--- src/rtl/seq_detect_scheduler.sv ---
// Two-requester serial frame scheduler driving a shared sequence detector.
// Define SEQ_SCHED_RR_EN for round-robin arbitration; default is fixed priority (req[0] wins).
module seq_detect_scheduler #(
    parameter int unsigned FRAME_BITS = 8,
    parameter int unsigned CNT_W      = 4
) (
    input  logic                  CLK,
    input  logic                  nRST,
    input  logic [1:0]            req,
    input  logic [FRAME_BITS-1:0] data0,
    input  logic [FRAME_BITS-1:0] data1,
    output logic [1:0]            gnt,
    output logic                  det_X,
    output logic                  det_nRST,
    input  logic                  det_Y,
    output logic                  busy,
    output logic                  done,
    output logic                  done_id,
    output logic [CNT_W-1:0]      hit_count
);

    localparam int unsigned IDX_W = (FRAME_BITS > 1) ? $clog2(FRAME_BITS) : 1;
    localparam logic [IDX_W-1:0] LAST_IDX = IDX_W'(FRAME_BITS - 1);

    typedef enum logic [2:0] {
        StIdle,
        StGrant,
        StClrDet,
        StShift,
        StDrain,
        StDone
    } state_e;

    state_e                  state_q, state_d;
    logic [FRAME_BITS-1:0]   shreg_q;
    logic [IDX_W-1:0]        idx_q;
    logic [CNT_W-1:0]        hits_q;
    logic                    win_q;
    logic                    done_id_q;
    logic                    sel;
    logic                    hit_inc;

`ifdef SEQ_SCHED_RR_EN
    logic ptr_q;

    // ptr_q names the requester that has priority on a tie
    always_comb begin
        sel = 1'b0;
        if (req[0] && req[1]) begin
            sel = ptr_q;
        end else begin
            sel = req[1];
        end
    end

    always_ff @(posedge CLK) begin
        if (!nRST) begin
            ptr_q <= 1'b0;
        end else if (state_q == StGrant) begin
            ptr_q <= ~win_q;
        end
    end
`else
    assign sel = ~req[0];
`endif

    // First SHIFT cycle has no valid detector output yet; DRAIN supplies the last sample
    assign hit_inc = det_Y && (hits_q != {CNT_W{1'b1}}) &&
                     (((state_q == StShift) && (idx_q != '0)) || (state_q == StDrain));

    always_ff @(posedge CLK) begin
        if (!nRST) begin
            state_q   <= StIdle;
            shreg_q   <= '0;
            idx_q     <= '0;
            hits_q    <= '0;
            win_q     <= 1'b0;
            done_id_q <= 1'b0;
        end else begin
            state_q <= state_d;
            if (hit_inc) begin
                hits_q <= hits_q + CNT_W'(1);
            end
            case (state_q)
                StIdle: begin
                    if (|req) begin
                        win_q   <= sel;
                        shreg_q <= sel ? data1 : data0;
                    end
                end
                StGrant: begin
                    hits_q    <= '0;
                    done_id_q <= win_q;
                end
                StClrDet: begin
                    idx_q <= '0;
                end
                StShift: begin
                    shreg_q <= shreg_q << 1;
                    idx_q   <= idx_q + IDX_W'(1);
                end
                default: ;
            endcase
        end
    end

    always_comb begin
        state_d  = state_q;
        gnt      = 2'b00;
        det_X    = 1'b0;
        det_nRST = nRST;
        busy     = (state_q != StIdle);
        done     = 1'b0;
        unique case (state_q)
            StIdle: begin
                if (|req) begin
                    state_d = StGrant;
                end
            end
            StGrant: begin
                gnt     = win_q ? 2'b10 : 2'b01;
                state_d = StClrDet;
            end
            StClrDet: begin
                det_nRST = 1'b0;
                state_d  = StShift;
            end
            StShift: begin
                det_X = shreg_q[FRAME_BITS-1];
                if (idx_q == LAST_IDX) begin
                    state_d = StDrain;
                end
            end
            StDrain: begin
                state_d = StDone;
            end
            StDone: begin
                done    = 1'b1;
                state_d = StIdle;
            end
            default: begin
                state_d = StIdle;
            end
        endcase
        // Outputs are quiet for the whole reset interval, not just after the first edge
        if (!nRST) begin
            gnt   = 2'b00;
            det_X = 1'b0;
            busy  = 1'b0;
            done  = 1'b0;
        end
    end

    assign done_id   = nRST ? done_id_q : 1'b0;
    assign hit_count = nRST ? hits_q : '0;

endmodule

--- config.mk ---
export PLATFORM = sky130hd
export DESIGN_NAME = seq_detect_scheduler
export DESIGN_NICKNAME = d
export VERILOG_FILES = /design/src/rtl/seq_detect_scheduler.sv
export SDC_FILE = /design/constraint.sdc
export NUM_CORES = 1
export LEC_CHECK = 0
export ABC_AREA = 1
export BUFFER_PORTS_ARGS = -buffer_cell sky130_fd_sc_hd__buf_2
export CORE_ASPECT_RATIO = 1.4
export CORE_UTILIZATION = 25
export DETAILED_ROUTE_END_ITERATION = 10
export HOLD_SLACK_MARGIN = 0.02
export SETUP_SLACK_MARGIN = 0.15
export SYNTH_ARGS = -nofsm -noshare
export SYNTH_HDL_FRONTEND = slang
export SYNTH_SLANG_ARGS = --single-unit
--- constraint.sdc ---
create_clock -name CLK -period 2 [get_ports CLK]
set_input_delay 0.6 -clock CLK [delete_from_list [all_inputs] [get_ports CLK]]
set_output_delay 0.6 -clock CLK [all_outputs]
set_load 0.05 [all_outputs]
==> results.tsv <==
metric	value	unit
fin area	1700	um^2
Final Hold Fails	0	
DRT Wirelength	2710	um
syn avg cell area	6.22	um^2
initial antenna violation count	0	
Post-layout nets	265	
setup TNS	0	ns
critical path class	primary input to output pin	
Worst setup EP type	output pin	
DP Cell Count	295	
Die Width	61.6	um
Cells after Synth	200	
Area Growth Syn to Fin	36.3	%
antenna-violating nets left	0	
CP peak stage delay	0.21	ns
H-tree depth	1	
Placement Rows	30	
ant diodes	0	
Final Non-Filler Cells	303	
number of hold buffers added after CTS	0	
library cells used by synthesis	22	
port bufs	31	
crit path time final	1.85	ns
fill count	566	
slack of the critical path	0.146	ns
Peak VDD IR	274	uV
DR vias	1249	
measured slew at the worst slew-check pin	0.338	ns
CP Max Fanout	4	
share of the synthesized area in the top cell type	32.2	%
CTS Buf Count	3	
initial cell density of the core	25.9	%
CP arrival	1.25	ns
cell breakdown of the critical path	buf_8 > clkinvlp_4 > nor4_4 > buf_6	
CTS root buf	clkbuf_8	
Critical Path RT	1.40	ns
Clock transition at path regs	0.08	ns
DRC marker count from the first detailed-route iteration	31	
via density per instance	4.12	
TritonCTS Sinks	20	
gpl congestion	0.746	
Seq cells post-synth	20	
clock buffer depth	2	
pre-CTS setup slack	0.101	ns
GRT Util Overall	11.3	%
status	complete, no violations	
Crit path buffers/inverters	3	
global route overflow	0	
first-pass GRT wire length	4630	um
Final Slew Violations	0	
layout cells sized above 1	29.7	%
DP Wirelength	2090	um
largest net degree at the start of global routing	25	
TritonRoute pass-1 iters	4	
fmax	540	MHz
vias in the first global route	1140	
Max-cap violations	0	
Clock Skew	0.00277	ns
Syn Std Cell Area	1240	um^2
Pwr Density	706	nW/um^2
core area	4800	um^2
CP Launch Type	primary input	
Clock Latency Late Sink	0.26	ns
Ys Warns	0	
Rel. slew slack	77.3	%
CP max-delay cell	nor4_4	
DRC Markers	0	
Die ar.	5270	um^2
RSZ-0062 raised after global routing	yes	
final core occ	35.3	%
area leader, netlist	dfxtp_1	
Seq/Total Area, Yosys	32.2	%
TritonCTS clock tree	yes	
top post-synthesis cells by area	dfxtp_1 32%, nand2_1 21%, inv_1 8.4%	
Die H	85.5	um
# setup viols final	0	
WL/cell	8.95	um
area of the multi-input gates	741	um^2
IO Pins	32	
Register Area	412	um^2
Final Cycle Share	92.7	%
placed inst area	1530	um^2
Pleak	0.871	nW
worst hold-check path type	register to register	
syn nets	225	
cell family with most CP delay	buffers and inverters	
==> Yosys cell counts, drive strengths merged <==
cell type  instances
ha                 4
nand4              1
xor2               1
dfxtp             20
nor4               1
o21ai             11
a21oi              9
inv               31
nor2              23
and3               1
nand2             71
buf                6
nand3             18
nor3               2
a211oi             1
==> state kept, by name (all words and copies together), names as in the netlist <==
register,cells
hits_q,4
win_q,1
shreg_q,8
state_q,3
done_id_q,1
idx_q,3
==> power breakdown <==
group	total [mW]	switching [mW]	internal, mW
Sequential	0.479	0.0317	0.447
Combinational	0.409	0.250	0.159
Clock	0.311	0.135	0.175
==> logic make-up after synthesis <==
logic type / share of synthesized area, %
adders and majority gates: 4.02
xor gates and xnor gates: 0.704
DFF: 32.2
buffers and inverters: 13.0
and+or+nand+nor: 39.7
AOI/OAI and AO/OA: 10.5
==> worst register-to-register path: stages (launching register included) <==
cell     delay (ns)
dfxtp_4        0.39
inv_4          0.05
buf_6          0.12
nand2_2        0.08
nor2_4         0.04
buf_4          0.13
o21ai_1        0.19
buf_4          0.22
nand3_1        0.08
nand2_1        0.07
nor2_1         0.04
==> worst paths after layout <==
path | from | end | slack [ns] | depth (start not counted)
setup / recovery | nRST | done | 0.15 | 4
hold / removal | idx_q[2] | idx_q[2] | 0.48 | 2
setup reg to reg | state_q[0] | shreg_q[5] | 0.51 | 10
hold reg to reg | idx_q[2] | idx_q[2] | 0.48 | 2
==> per-layer routing <==
layer | track usage [%] | wire (um) | vias up
li1 | - | - | 693
met1 | 12.9 | 1250 | 531
met2 | 20.6 | 1370 | 25
met3 | 2.11 | 99 | 0
met4 | 3.03 | 0 | 0
met5 | 0 | 0 | -
==> stage by stage <==
| stage | total power, mW | hold WS [ns] |
|---|---|---|
| after detailed placement | 0.851 | 0.476 |
| final | 1.20 | 0.484 |
| after global placement | 0.846 | 0.468 |
| after floorplan | 0.766 | 0.453 |
| after CTS | 1.19 | 0.488 |
| after global routing | 1.29 | 0.523 |
==> repair_timing <==
| item | 4_1_cts | 5_1_grt |
|---|---|---|
| resized for setup | 15 | 14 |
| buffers inserted | 2 | 2 |
| endpoints found under the setup margin | 6 | 11 |
| pin swaps | 2 | 3 |
==> layout by cell type (no fill, tap or decap) <==
cell type	count
nand4_1	1
xor2_1	1
nand3_1	18
dfxtp_4	3
nand2_4	1
buf_8	1
and3_1	1
dfxtp_1	17
buf_2	23
nor4_4	1
buf_6	7
nand2_2	3
o21ai_1	2
buf_4	10
o21ai_0	3
ha_1	4
nand2_1	67
nor2_1	18
clkbuf_8	4
inv_1	26
a211oi_1	1
nor2_4	3
a21oi_1	9
nor2_2	2
clkinvlp_4	1
o21ai_2	6
nor3_4	2
inv_2	2
inv_4	2
==> area by class of cell <==
class / instances / area share, %
clock buffers: 4 / 3.24
inverters: 31 / 7.37
multi-input cells: 143 / 43.7
flip-flops and latches: 20 / 24.3
well taps: 64 / 4.72
repair buffers: 41 / 16.7
(Power assumes the default switching activity.)
